[src/rtl/alu_arbiter.sv]
// rtl/alu_arbiter.sv - round-robin arbiter sharing one 16-bit ALU among NREQ requesters
// Optional illegal-opcode flag on rsp_err when ALU_ARB_ERR_EN is defined.

module alu_16bit (
    input  logic [15:0] i_a,
    input  logic [15:0] i_b,
    input  logic [2:0]  i_op,
    output logic [15:0] o_y
);
    always_comb begin
        o_y = 16'h0000;
        case (i_op)
            3'b001:  o_y = i_a + i_b;
            3'b010:  o_y = i_a - i_b;
            3'b011:  o_y = i_a & i_b;
            3'b100:  o_y = i_a | i_b;
            3'b101:  o_y = i_a ^ i_b;
            default: o_y = 16'h0000;
        endcase
    end
endmodule

module alu_arbiter #(
    parameter int NREQ = 4,
    localparam int ID_W = $clog2(NREQ)
) (
    input  logic                 clk,
    input  logic                 rst_n,
    input  logic [NREQ-1:0]      req_valid,
    input  logic [NREQ*16-1:0]   req_a,
    input  logic [NREQ*16-1:0]   req_b,
    input  logic [NREQ*3-1:0]    req_op,
    output logic [NREQ-1:0]      req_ready,
    output logic                 rsp_valid,
    input  logic                 rsp_ready,
    output logic [ID_W-1:0]      rsp_id,
    output logic [15:0]          rsp_data,
    output logic                 rsp_err,
    output logic [15:0]          ops_done
);
    typedef enum logic [1:0] {
        IDLE = 2'd0,
        EXEC = 2'd1,
        RESP = 2'd2
    } state_t;

    state_t          r_state;
    state_t          w_state_next;
    logic [ID_W-1:0] r_ptr;
    logic [15:0]     r_a;
    logic [15:0]     r_b;
    logic [2:0]      r_op;
    logic [ID_W-1:0] r_id;
    logic            r_rsp_valid;
    logic [15:0]     r_rsp_data;
    logic [ID_W-1:0] r_rsp_id;
    logic [15:0]     r_ops_done;
    logic [NREQ-1:0] w_grant;
    logic [ID_W-1:0] w_grant_idx;
    logic            w_any;
    logic [15:0]     w_alu_y;

    // First valid requester at or after r_ptr, wrapping past NREQ-1.
    always_comb begin : p_arb
        int j;
        w_grant     = '0;
        w_grant_idx = '0;
        w_any       = 1'b0;
        j           = 0;
        for (int k = 0; k < NREQ; k++) begin
            j = int'(r_ptr) + k;
            if (j >= NREQ) begin
                j = j - NREQ;
            end
            if (!w_any && req_valid[j[ID_W-1:0]]) begin
                w_any                    = 1'b1;
                w_grant_idx              = j[ID_W-1:0];
                w_grant[j[ID_W-1:0]]     = 1'b1;
            end
        end
    end

    assign req_ready = (rst_n && r_state == IDLE) ? w_grant : '0;

    always_comb begin
        w_state_next = r_state;
        case (r_state)
            IDLE:    if (w_any) w_state_next = EXEC;
            EXEC:    w_state_next = RESP;
            RESP:    if (rsp_ready) w_state_next = IDLE;
            default: w_state_next = IDLE;
        endcase
    end

    always_ff @(posedge clk) begin
        if (!rst_n) begin
            r_state <= IDLE;
        end else begin
            r_state <= w_state_next;
        end
    end

    alu_16bit u_alu (
        .i_a  (r_a),
        .i_b  (r_b),
        .i_op (r_op),
        .o_y  (w_alu_y)
    );

    always_ff @(posedge clk) begin
        if (!rst_n) begin
            r_ptr       <= '0;
            r_a         <= 16'h0000;
            r_b         <= 16'h0000;
            r_op        <= 3'b000;
            r_id        <= '0;
            r_rsp_valid <= 1'b0;
            r_rsp_data  <= 16'h0000;
            r_rsp_id    <= '0;
            r_ops_done  <= 16'h0000;
        end else begin
            case (r_state)
                IDLE: begin
                    if (w_any) begin
                        r_a   <= req_a[16*w_grant_idx +: 16];
                        r_b   <= req_b[16*w_grant_idx +: 16];
                        r_op  <= req_op[3*w_grant_idx +: 3];
                        r_id  <= w_grant_idx;
                        r_ptr <= (int'(w_grant_idx) == NREQ - 1) ? '0 : w_grant_idx + 1'b1;
                    end
                end
                EXEC: begin
                    r_rsp_data  <= w_alu_y;
                    r_rsp_id    <= r_id;
                    r_rsp_valid <= 1'b1;
                end
                RESP: begin
                    if (rsp_ready) begin
                        r_rsp_valid <= 1'b0;
                        r_ops_done  <= r_ops_done + 16'd1;
                    end
                end
                default: ;
            endcase
        end
    end

`ifdef ALU_ARB_ERR_EN
    logic r_rsp_err;
    logic w_illegal;

    assign w_illegal = (r_op == 3'b000) || (r_op == 3'b110) || (r_op == 3'b111);

    always_ff @(posedge clk) begin
        if (!rst_n) begin
            r_rsp_err <= 1'b0;
        end else if (r_state == EXEC) begin
            r_rsp_err <= w_illegal;
        end
    end

    assign rsp_err = r_rsp_err;
`else
    assign rsp_err = 1'b0;
`endif

    assign rsp_valid = r_rsp_valid;
    assign rsp_data  = r_rsp_data;
    assign rsp_id    = r_rsp_id;
    assign ops_done  = r_ops_done;

endmodule

[config.mk]
export PLATFORM = sky130hd
export DESIGN_NAME = alu_arbiter
export DESIGN_NICKNAME = d
export VERILOG_FILES = /design/src/rtl/alu_arbiter.sv
export SDC_FILE = /design/constraint.sdc
export NUM_CORES = 1
export LEC_CHECK = 0
export ABC_AREA = 1
export BUFFER_PORTS_ARGS = -buffer_cell sky130_fd_sc_hd__buf_4
export CAP_MARGIN = 10
export CORE_MARGIN = 4
export CORE_UTILIZATION = 54
export CTS_CLUSTER_SIZE = 14
export DETAILED_ROUTE_END_ITERATION = 8
export PLACE_DENSITY_LB_ADDON = 0.15
export SYNTH_ARGS = -nofsm -noshare
export SYNTH_HDL_FRONTEND = slang
export SYNTH_SLANG_ARGS = --single-unit
[constraint.sdc]
create_clock -name clk -period 3.7 [get_ports clk]
set_input_delay 0.555 -clock clk [delete_from_list [all_inputs] [get_ports clk]]
set_output_delay 0.555 -clock clk [all_outputs]
set_load 0.005 [all_outputs]
Yosys cells after proc, flatten, opt, wreduce, memory -nomap -nowiden
Cells that the tools add are included.
{"block": "op_classes", "n_eq_ne": 10, "addsub": 11, "reduce_logical": 17, "n_shift": 3, "bitwise": 6, "mul": 1, "muxes": 40, "n_lt_le_gt_ge": 12, "div_mod_pow": 0}
{"operator": "64-bit by 7-bit variable part select with 16-bit output", "n": 2}
{"operator": "16-bit case mux with 5 select lines", "n": 1}
{"operator": "2-bit two-way mux", "n": 11}
{"operator": "4-bit two-way mux", "n": 5}
{"operator": "16-bit by 1-bit adder with 16-bit output, second input constant", "n": 1}
{"operator": "16-bit adder", "n": 1}
{"operator": "16-bit AND", "n": 1}
{"operator": "16-bit bitwise OR", "n": 1}
{"operator": "16-bit subtractor", "n": 1}
{"operator": "16-bit XOR", "n": 1}
{"operator": "1-bit two-way mux", "n": 13}
{"operator": "2-bit by 3-bit less-than comparator with 1-bit output, second input constant", "n": 4}
{"operator": "4-bit bitwise OR", "n": 3}
{"operator": "12-bit by 5-bit variable part select with 3-bit output", "n": 1}
{"operator": "3-bit greater-or-equal comparator, second input constant", "n": 3}
{"operator": "1-bit binary-select mux with 2-bit select", "n": 4}
{"operator": "1-bit demux with 2-bit select", "n": 4}
{"operator": "2-bit by 1-bit greater-or-equal comparator with 1-bit output, second input constant", "n": 4}
{"operator": "1-bit logical AND", "n": 8}
{"operator": "2-bit AND reduction", "n": 4}
{"operator": "2-bit by 1-bit subtractor with 2-bit output, second input constant", "n": 4}
{"operator": "2-bit by 2-bit adder with 3-bit output, second input constant", "n": 2}
{"operator": "3-bit by 2-bit == test with 1-bit output, second input constant", "n": 2}
{"operator": "3-bit == test, second input constant", "n": 2}
{"operator": "other kinds (13)", "n": 17}
{"block": "totals", "mem_count": 0, "out_inout_bits": 40, "inputBits": 147, "mem_bits_ro": 0, "elab_cells": 110, "register_bits": 76, "latch_bits": 0, "ram_bits": 0}

Depth between registers and ports, before layout
{"block": "depth", "ltp_word": 16, "mapped_depth": 22, "mapped_depth_nobuf": 22}

Cells and area by module
From an unflattened synthesis, not the netlist that was laid out.
{"block": "hier_totals", "hier_cells": 1185, "area_unflattened_um2": 7080.5}
{"module": "alu_arbiter", "area_each_um2": 4923.5, "n_inst": 1, "cells_each": 820, "seq_area_each_um2": 1521.5}
{"module": "alu_16bit", "area_each_um2": 2157.1, "n_inst": 1, "cells_each": 365, "seq_area_each_um2": 0.0}

Worst setup path after synthesis
No wires, ideal clock.
{"block": "synth_path", "path_type": "register -> register", "startpoint": "register r_b[0]", "endpoint": "register r_rsp_data[15] (netlist: rsp_data[15])", "setup_ps": 132, "period_less_slack_ps": 2607, "n_path_buf": 0, "arrival_time_ps": 2475, "stages_incl_launch_ff": 20, "required_time_ps": 3568, "path_slack_ps": 1093, "path_cell_list": "dfxtp_1 inv_1 ha_1 nand2_1 nor4_1 nand3_1 nand2_1 xor2_1 inv_1 ha_1 a21oi_1 nand2_1 nand2_1 nand3_1 a21oi_1 nand3_1 nand3_1 nand2_1 nand2_1 a21oi_1"}
{"block": "synth_between", "elab_chain_len": 2, "word_cells_on_any_way": 3, "classes_between": "2 x add/sub; 1 x mux"}
{"element": "from (decl)", "line": "51", "source": "logic [15:0] r_b;"}
{"element": "from (signal assigned)", "line": "126", "source": "r_b <= req_b[16*w_grant_idx +: 16];"}
{"element": "16-bit subtractor or 16-bit adder (tied branches)", "line": "14, 13"}
{"element": "16-bit case mux with 5 select lines *", "line": "12", "source": "case (i_op)"}
{"element": "to (signal assigned)", "line": "133", "source": "r_rsp_data <= w_alu_y;"}
{"element": "to (decl)", "line": "55", "source": "logic [15:0] r_rsp_data;"}
Every way passes the cells marked *; elsewhere a longest branch is shown, timed or not.
A chain may end at the register's enable or synchronous reset.

==> results_dict.tcl <==
set metrics [dict create \
    outcome "finished, final reports clean" \
    clk_pin_slew_ns 0.06 \
    hp-class "flop to flop" \
    die_y_um 120 \
    ys_ff_latch 76 \
    top_usage_layer "met2" \
    fin_setup_tns_ns 0 \
    netlist_area_um2 6750 \
    drv_cap 0 \
    hold_viol 0 \
    synth_edf_count 0 \
    synth-seq-area-share 0.225 \
    post-place-ws_ns 0.627 \
    layout_setup_ws_ns 0.526 \
    yosys_warnings 0 \
    gr-total-overflow 0 \
    ir_worst_vdd_uv 777 \
    critPathArrivalTime_ns 2.62 \
    rsz0062_at_grt "false" \
    synth_top_family_by_area "simple AND/OR/NAND/NOR gates" \
    synthXorXnorAreaFrac 0.0221 \
    die_area_um2 14400 \
    tightest_slew_ns 1.20 \
    cts_tree "built" \
    synth_fa_ha_area_frac 0.107 \
    clock_skew_ns 0.0107 \
    layout_common_cells "nand2_1, buf_4, nand3_1, inv_1, a21oi_1" \
    die_w_um 120 \
    grt_use_met3 0.0707 \
    p_int_mw 3.79 \
    seqPwrFrac 0.152 \
    clk_latency_ns 0.34 \
    cpPeakStageDelay_ns 0.63 \
    p_comb_frac 0.724 \
    diodes 0 \
    path_cells "inv_4 -> ha_1 -> inv_1 -> nand3_1 -> nand2_2 -> inv_2 -> nor2_8 -> nand3_2 -> o21ai_0 -> nand2_1 -> inv_1 -> buf_4" \
    pin_count 187 \
    start_util 0.557 \
    cts_sinks 76 \
    via_per_inst 5.32 \
    end_kind "primary output" \
    leakage_nw 4.70 \
    path_max_fanout 12 \
    grt_use_met1 0.377 \
    yosysTopAreaCell "nand2_1" \
    synth_compound_area_frac 0.125 \
    antenna_found_initial 0 \
    synth.area.mux_share 0 \
    final_area_um2 8510 \
    fillCellCount 1159 \
    setup_viol 0 \
    syn_to_final_growth_pct 26.1 \
    fp-row-count 40 \
    cts_setup_buffers 0 \
    drt_wl_total_um 21000 \
    synthArstFlopShare 0 \
    criticalPathCategory "flop to primary output" \
    firstDrtPassIters 5 \
    powerDensity_nw_per_um2 993 \
    synth_area_leaders "nand2_1, dfxtp_1, ha_1" \
    final_common_cell "nand2_1" \
    cts_buffers 9 \
    relSlewSlack 0.197 \
    place_area_um2 8150 \
    worst_hold_slack_ns 0.464 \
    numPortBuffers 185 \
    power.share.clock 0.125 \
    fin_nets 1488 \
    cp.required_ns 3.14 \
    synth.avg_cell_area_um2 5.97 \
    finalCritPeriodShare 0.858 \
    drive_gt1_frac 0.184 \
    drtIter0Drc 657 \
    synthDominantCellAreaShare 0.229 \
    clock.fmax_ghz 0.315 \
    syn-num-nets 1334 \
    syn_inst 1130 \
    cp_num_buf_inv 5 \
    ys_types 43 \
    wl_per_cell_um 14.4 \
    postRouteAntennaNets 0 \
    synth-simple-area-share 0.404 \
    grt_max_degree 71 \
    drc_errors 0 \
    dp.final_hpwl_um 16000 \
    cts-root-buf "clkbuf_16" \
    p_switching_mw 4.66 \
    gr-usage-met2 0.466 \
    critPathMostFrequentCell "inv_1" \
    core_area_um2 12100 \
    grt_usage 0.290 \
    critical_path.startpoint_type "flop" \
    first_global_vias 7228 \
    ys.flop_type "dfxtp_1" \
    grt_pass1_wl_um 34500 \
    cp_slowest_cell "dfxtp_1" \
    clock_path_buffers 2 \
    switching_share 0.551 \
    ctsResizeCount 0 \
    cts_hold_buf 0 \
    finalCriticalPeriod_ns 3.17 \
    htree_levels 3 \
    vias 7751 \
    globalplace.congestion 0.967 \
    drv_slew 0 \
    critPathTopFamily "flip-flops" \
]
==> stage by stage <==
stage,util,instances,power (mW)
after global routing,0.703,1457,9.31
after CTS,0.703,1457,8.38
final,0.703,1457,8.45
after detailed placement,0.673,1441,7.27
after floorplan,-,1130,5.89
after global placement,0.673,1441,7.23
==> power groups by stage <==
stage | registers [mW] | logic (mW) | clock network [mW]
global placement | 1.28 | 5.95 | 0
finish | 1.28 | 6.12 | 1.05
floorplan | 1.22 | 4.67 | 0
global route | 1.31 | 6.90 | 1.10
detailed placement | 1.29 | 5.98 | 0
CTS | 1.27 | 6.05 | 1.06
==> cell usage after synthesis, types with 13 or more instances <==
library cell,instances
nor2_1,47
nand2_1,412
clkbuf_1,24
nand3_1,138
ha_1,56
a21oi_1,87
inv_1,130
buf_2,13
dfxtp_1,76
xor2_1,16
buf_4,14
o21ai_0,34
==> cells by family (layout without fill, tap and decap cells) <==
| group | after synthesis | in the layout |
|---|---|---|
| AO/OA/AOI/OAI | 150 | 150 |
| flip-flops | 76 | 76 |
| AND/OR/NAND/NOR | 640 | 640 |
| adder cells (fa/ha/maj) | 57 | 57 |
| other | 1 | 1 |
| XOR/XNOR | 17 | 17 |
| buffers and inverters | 189 | 348 |
==> area by class of cell <==
type                    count  area, µm²  share of cell area
repair buffers            195       1460               0.172
inverters                 137        517              0.0607
flip-flops and latches     76       1520               0.179
well taps                 168        210              0.0247
multi-input cells         865       4440               0.522
clock inverters             5        108              0.0126
clock buffers              11        253              0.0297
==> tightest hold or removal path: stages (launching register included) <==
cell	delay [ns]
dfxtp_1	0.31
nand2_1	0.06
a21oi_1	0.05
==> worst paths after layout <==
path / from / endpoint / slack (ns) / cells past startpoint
max: flop / req_ready[0] / 0.53 / 12
min: rsp_data[12] / rsp_data[12] / 0.46 / 2
max reg2reg: flop / r_a[14] / 0.57 / 16
min reg2reg: rsp_data[12] / rsp_data[12] / 0.46 / 2
==> state kept, by name (all words and copies together), names as in the netlist, named ones only <==
name and count:
rsp_data 16, r_a 16, r_state 2, r_ptr 1, rsp_valid 1, r_b 16
r_id 2, ops_done 16, rsp_id 2, r_op 3
==> layer usage <==
metal  part of all wire  wire length [µm]  vias to the layer above
li1                   -                 -                     3922
met1               0.42              8890                     3429
met2               0.45              9530                      350
met3              0.091              1910                       50
met4              0.032               675                        0
met5                  0                 0                        -
Note: power is estimated with default switching activity, not from simulation.
